File: src/rtl/bcd_pkg.sv
// Shared types and constants for the sequential binary-to-BCD converter.
package bcd_pkg;

  typedef enum logic [1:0] {
    IDLE  = 2'd0,
    SHIFT = 2'd1,
    DONE  = 2'd2
  } state_t;

  localparam int DIGITS  = 4;
  localparam int DIGIT_W = 4;

  // Digits at or above this value get +3 before each shift.
  localparam logic [DIGIT_W-1:0] ADD3_THRESH = 4'd5;

  // Result presented on overflow when saturation is enabled.
  localparam logic [DIGITS*DIGIT_W-1:0] BCD_MAX = 16'h9999;

endpackage

File: src/rtl/bcd_add3_digit.sv
// Double-dabble digit correction: adds 3 to a BCD digit that is 5 or more,
// so that the following left shift carries correctly into the next digit.
module bcd_add3_digit
  import bcd_pkg::*;
(
  input  logic [DIGIT_W-1:0] din,
  output logic [DIGIT_W-1:0] dout
);

  // Conditional +3 correction
  always_comb begin
    dout = din;
    if (din >= ADD3_THRESH) begin
      dout = din + DIGIT_W'(3);
    end
  end

endmodule

File: src/rtl/bin_to_bcd_seq.sv
// Sequential 14-bit binary to 4-digit packed BCD converter (double dabble,
// one shift per clock). A fifth, internal ten-thousands digit drives the
// overflow flag.
// Build option: define BIN_TO_BCD_SAT_EN to saturate bcd to 9999 on overflow;
// otherwise bcd carries the low four digits (bin mod 10000).
//
// state | meaning
// IDLE  | waiting for in_valid; in_ready=1
// SHIFT | BIN_W double-dabble steps, then one cycle to register the result
// DONE  | result held on bcd/overflow with out_valid=1 until out_ready
module bin_to_bcd_seq
  import bcd_pkg::*;
#(
  parameter int BIN_W = 14
) (
  input  logic             clk,
  input  logic             reset,
  input  logic             in_valid,
  output logic             in_ready,
  input  logic [BIN_W-1:0] bin,
  output logic             out_valid,
  input  logic             out_ready,
  output logic [15:0]      bcd,
  output logic             overflow
);

  localparam int CNT_W    = $clog2(BIN_W + 1);
  localparam int NDIG     = DIGITS + 1;
  localparam int DIG_BITS = NDIG * DIGIT_W;
  localparam int OUT_BITS = DIGITS * DIGIT_W;

  state_t               state;
  state_t               state_nx;
  logic [CNT_W-1:0]     cnt;
  logic [DIG_BITS-1:0]  dig;
  logic [DIG_BITS-1:0]  adj;
  logic [BIN_W-1:0]     sh;
  logic [DIG_BITS+BIN_W-1:0] stepped;
  logic                 accept;
  logic                 last_step;
  logic                 ovf_w;
  logic [OUT_BITS-1:0]  result;

  for (genvar g = 0; g < NDIG; g++) begin : g_add3
    bcd_add3_digit u_add3 (
      .din  (dig[g*DIGIT_W +: DIGIT_W]),
      .dout (adj[g*DIGIT_W +: DIGIT_W])
    );
  end

  assign stepped   = {adj, sh} << 1;
  assign accept    = in_valid && in_ready;
  assign last_step = (cnt == CNT_W'(BIN_W));
  assign ovf_w     = (dig[DIG_BITS-1 -: DIGIT_W] != '0);

`ifdef BIN_TO_BCD_SAT_EN
  assign result = ovf_w ? BCD_MAX : dig[OUT_BITS-1:0];
`else
  assign result = dig[OUT_BITS-1:0];
`endif

  // State register
  always_ff @(posedge clk or posedge reset) begin
    if (reset) begin
      state <= IDLE;
    end else begin
      state <= state_nx;
    end
  end

  // Next-state and handshake outputs
  always_comb begin
    state_nx  = state;
    in_ready  = 1'b0;
    out_valid = 1'b0;
    case (state)
      IDLE: begin
        in_ready = 1'b1;
        if (in_valid) begin
          state_nx = SHIFT;
        end
      end
      SHIFT: begin
        if (last_step) begin
          state_nx = DONE;
        end
      end
      DONE: begin
        out_valid = 1'b1;
        if (out_ready) begin
          state_nx = IDLE;
        end
      end
      default: state_nx = IDLE;
    endcase
  end

  // Datapath: load on accept, shift while counting, register result last
  always_ff @(posedge clk or posedge reset) begin
    if (reset) begin
      cnt      <= '0;
      dig      <= '0;
      sh       <= '0;
      bcd      <= '0;
      overflow <= 1'b0;
    end else begin
      case (state)
        IDLE: begin
          if (accept) begin
            sh  <= bin;
            dig <= '0;
            cnt <= '0;
          end
        end
        SHIFT: begin
          if (!last_step) begin
            dig <= stepped[DIG_BITS+BIN_W-1 -: DIG_BITS];
            sh  <= stepped[BIN_W-1:0];
            cnt <= cnt + CNT_W'(1);
          end else begin
            bcd      <= result;
            overflow <= ovf_w;
          end
        end
        default: ;
      endcase
    end
  end

endmodule

File: config.mk
export PLATFORM = sky130hd
export DESIGN_NAME = bin_to_bcd_seq
export DESIGN_NICKNAME = d
export VERILOG_FILES = /design/src/rtl/bcd_pkg.sv /design/src/rtl/bcd_add3_digit.sv /design/src/rtl/bin_to_bcd_seq.sv
export SDC_FILE = /design/constraint.sdc
export NUM_CORES = 1
export LEC_CHECK = 0
export CAP_MARGIN = 20
export CORE_MARGIN = 10
export CORE_UTILIZATION = 30
export CTS_CLUSTER_DIAMETER = 100
export CTS_CLUSTER_SIZE = 12
export DETAILED_ROUTE_END_ITERATION = 6
export PLACE_DENSITY = 0.45
export SLEW_MARGIN = 20
export SYNTH_ARGS = -nofsm -noshare
export SYNTH_HDL_FRONTEND = slang
export SYNTH_HIERARCHICAL = 1
export SYNTH_SLANG_ARGS = --single-unit
File: constraint.sdc
create_clock -name clk -period 4.77 [get_ports clk]
set_input_delay 0.954 -clock clk [delete_from_list [all_inputs] [get_ports clk]]
set_output_delay 0.954 -clock clk [all_outputs]
set_load 0.005 [all_outputs]
After elaboration in Yosys (flattened, before gate mapping):

Cells that the tools add are included.

* $add $sub $neg: 6
* $lt $le $gt $ge: 5
* equal/unequal tests: 8
* muxes and demuxes: 20
* reductions and logical operators: 7

Operator list (number)
* $mux 20: 2
* $pmux 20 s2: 1
* $mux 14: 2
* $pmux 14 s2: 1
* $mux 4: 6
* $ge 4x3->1 const B: 5
* $add 4x2->4 const B: 4
* $ne 2x2->1 const B: 5
* $pmux 4 s2: 1
* $mux 2: 3
* $pmux 2 s3: 1
* $reduce_and 3->1: 2
* $add 4x1->4 const B: 1
* $eq 4x4->1 const B: 1
* $reduce_bool 4->1: 1
* $add 3x2->3 const B: 1
* $mux 3: 1
* $eq 2x1->1 const B: 1
* $eq 2x2->1 const B: 1
* $logic_not 2->1: 1
* $mux 1: 2
* $reduce_and 2->1: 1
* $reduce_bool 2->1: 1
* $logic_and 1x1->1: 1

* register bits: 57
* input port bits: 18
* output and inout bits: 19

Depth between registers and ports, before layout:

* word-level depth: 5
* mapped depth: 8
* gate-level depth less buffers: 6

By module:

The synthesis kept the hierarchy.

By module, submodules not included
* bin_to_bcd_seq: instances 1, cells an instance 156, area each 2412.3 µm²
* bcd_add3_digit: instances 5, cells an instance 16, area each 101.3 µm²

Least setup slack after synthesis:

No wires, ideal clock.

* path kind: input port to flip-flop
* from: input port in_valid
* to: register sh[1]
* library setup time: 0.125 ns
* arrival: 1.899 ns
* slack: 2.746 ns
* stages: 6
* buffers on the path: 2
* path through: nor2_1 > or3_1 > buf_6 > clkinv_8 > buf_12 > mux2_4

* longest elaborated chain between the ends: 3

Ends and longest elaborated chain
* start, declared: line bin_to_bcd_seq.sv:18 `input logic in_valid,`
* $logic_and 1x1->1: line bin_to_bcd_seq.sv:52 `assign accept = in_valid && in_ready;`
* $ne 2x2->1 (no source line)
* $reduce_and 3->1 (no source line)
* end signal, assigned: line bin_to_bcd_seq.sv:110 `sh <= bin;`
* end signal, assigned: line bin_to_bcd_seq.sv:118 `sh <= stepped[BIN_W-1:0];`
* end, declared: line bin_to_bcd_seq.sv:37 `logic [BIN_W-1:0] sh;`

Every way passes these cells.
A chain may end at the register's enable or synchronous reset.

Worst setup path in the final report:

* from: input port in_valid
* to: register sh[10]

The elaborated chain is that of the path after synthesis.

==> impl_metrics.toml <==
[outcome]
run_status = "finished, final reports clean"

[floorplanning]
fp-row-count = 35
die_width_um = 118.3
die-area_sq_um = 13990
initial_standard_cell_utilization_of_the_core_pct = 31.08
fp.dieH_um = 118.3
floorplan.core_area_sq_um = 9328
boundaryPins = 37

[sta]
timing.final.setup_violations = 0
holdWs_ps = 480.4
period_share_pct = 53.08
finClkSkew_ps = 7.122
max_freq_mhz = 395.0
report.final.hold_viol_count = 0
fin_crit_ps = 2532
postLayoutSetupSlackWorst_ps = 2238
worst_pin_slew_ps = 937.4
tns_ps = 0
max-slew-margin-rel_pct = 37.51
count_of_final_max_slew_check_failures = 0
rsz0062_at_grt = "no"

[job]
max_cap_viol_count = 0

[global_route]
overflow = 0
grt_antenna_before_repair = 0
pin_count_of_the_biggest_net_entering_global_routing = 38
first_global_vias = 1950
wire_length_of_the_first_global_routing_pass_mm = 9.742
grt_use_total_pct = 8.533

[cells_and_area]
antenna_cells = 0
design_area_sq_um = 3506
drive_above_1_share_pct = 25.00
post_layout_cell_count = 405
finalNetCount = 301
fill_cells = 941
finish.utilization_pct = 37.59
area_delta_synth_final_pct = 20.93
seq_area_sq_um = 1426
multi_input_area_sq_um = 1330

[placement]
final_wtd_congestion = 0.6971
dpl.hpwl_mm = 3.709
detailed_place.area_sq_um = 3349
pre_cts_slack_ps = 1627
place.detailed.instances = 389
port_buffers = 36

[cts]
cts_post_setup_buffers_inserted = 0
cts_inserted_buffers = 9
cts_resized = 0
cts.reportedPaths.clkPinSlew_ps = 70
cts_tree = "yes"
postCtsHoldBufs = 0
worst_skew_pair_later_pin_latency_ps = 330
root_buffer = "clkbuf_8"
cts-root-to-sink-buffers = 2
clock_tree.htree_level_count = 3
clock_sink_count = 57

[route]
routedWlPerCell_um = 13.79
drt_wl_total_mm = 5.586
route.detailed.vias_per_inst = 4.400
drcViolationCount = 0
number_of_vias_after_detailed_routing = 1782
drt-pass1-iter-count = 4
dr.first_iter.drc_count = 36
route.antenna.remaining_nets = 0

[hold_path]
min_path_type = "flop to flop"

[worst_setup_path]
ws_path_type = "input port to flop"
timing.critical_path.arrival_ps = 2750
worst_ep_required_time_ps = 4990
crit_chain = "clkdlybuf4s50_1 -> nor2_1 -> or3_2 -> clkinv_8 -> mux2_2"
critPathLaunchType = "input port"
critPathMaxFanout = 25
crit_path_max_incr_delay_ps = 710
crit_path_end_kind = "flop"
reg2reg_setup_slack_ps = 2500
cp_slowest_cell = "or3_2"

[synth]
synthesis.instances = 232
mapped_area_sq_um = 2899
synth-warning-count = 6
postSynthNetCount = 262
syn-mean-instance-area_sq_um = 12.50

[pwr]
power.density_cell_area_nw_per_um2 = 702.9
totalPowerFinal_mw = 2.464
static-leakage-power_nw = 1.645
worst_ir_drop_vdd_mv = 0.2425
-- placed cells by master, fill, tap and decap left out, types with 8 or more instances in the layout --
cell and count:
clkdlybuf4s50_1 36, ha_1 12, nand2_1 19, mux2_2 33, clkbuf_8 9, nor2_1 8
a22o_1 18, mux2_4 9, nand2b_1 10, inv_1 12, dfrtp_1 57
-- final timing paths --
path / cells past startpoint / endpoint / from
max: 5 / sh[10] / in_valid
min: 1 / bcd[11] / bcd[11]
max reg2reg: 6 / sh[10] / cnt[0]
min reg2reg: 1 / bcd[11] / bcd[11]
max in group asynchronous: 3 / sh[5] / reset
min in group asynchronous: 2 / bcd[9] / reset
-- flip-flops by register name (all words and copies together) (netlist names) --
register and cells:
bcd 16, cnt 4, sh 14, state 2, overflow 1, dig 20
-- critical path: cells and delay by family --
kind                   cells  cell delay (ps)
buffers and inverters      2              690
muxes                      1              350
and+or+nand+nor            2              750
-- area by class of cell --
| cell class | count | share of cell area [%] |
|---|---|---|
| inverter | 14 | 1.856 |
| timing repair buffer | 37 | 10.49 |
| clock buffer | 12 | 3.854 |
| clock inverter | 4 | 0.5710 |
| sequential | 57 | 40.69 |
| tap | 129 | 4.604 |
| multi-input combinational | 152 | 37.94 |
-- report_power, final --
part	total [mW]	switching [mW]	internal (mW)
Clock	0.371	0.186	0.185
Combinational	1.20	0.493	0.706
Sequential	0.894	0.187	0.707
Total	2.46	0.866	1.60
-- per-layer routing --
metal	GRT usage (%)	part of all wire [%]	vias up
li1	-	-	889
met1	10.28	49	856
met2	12.73	43	30
met3	4.569	6.5	7
met4	2.782	1.3	0
met5	0	0	-
Power figures use the tool's default switching activity.
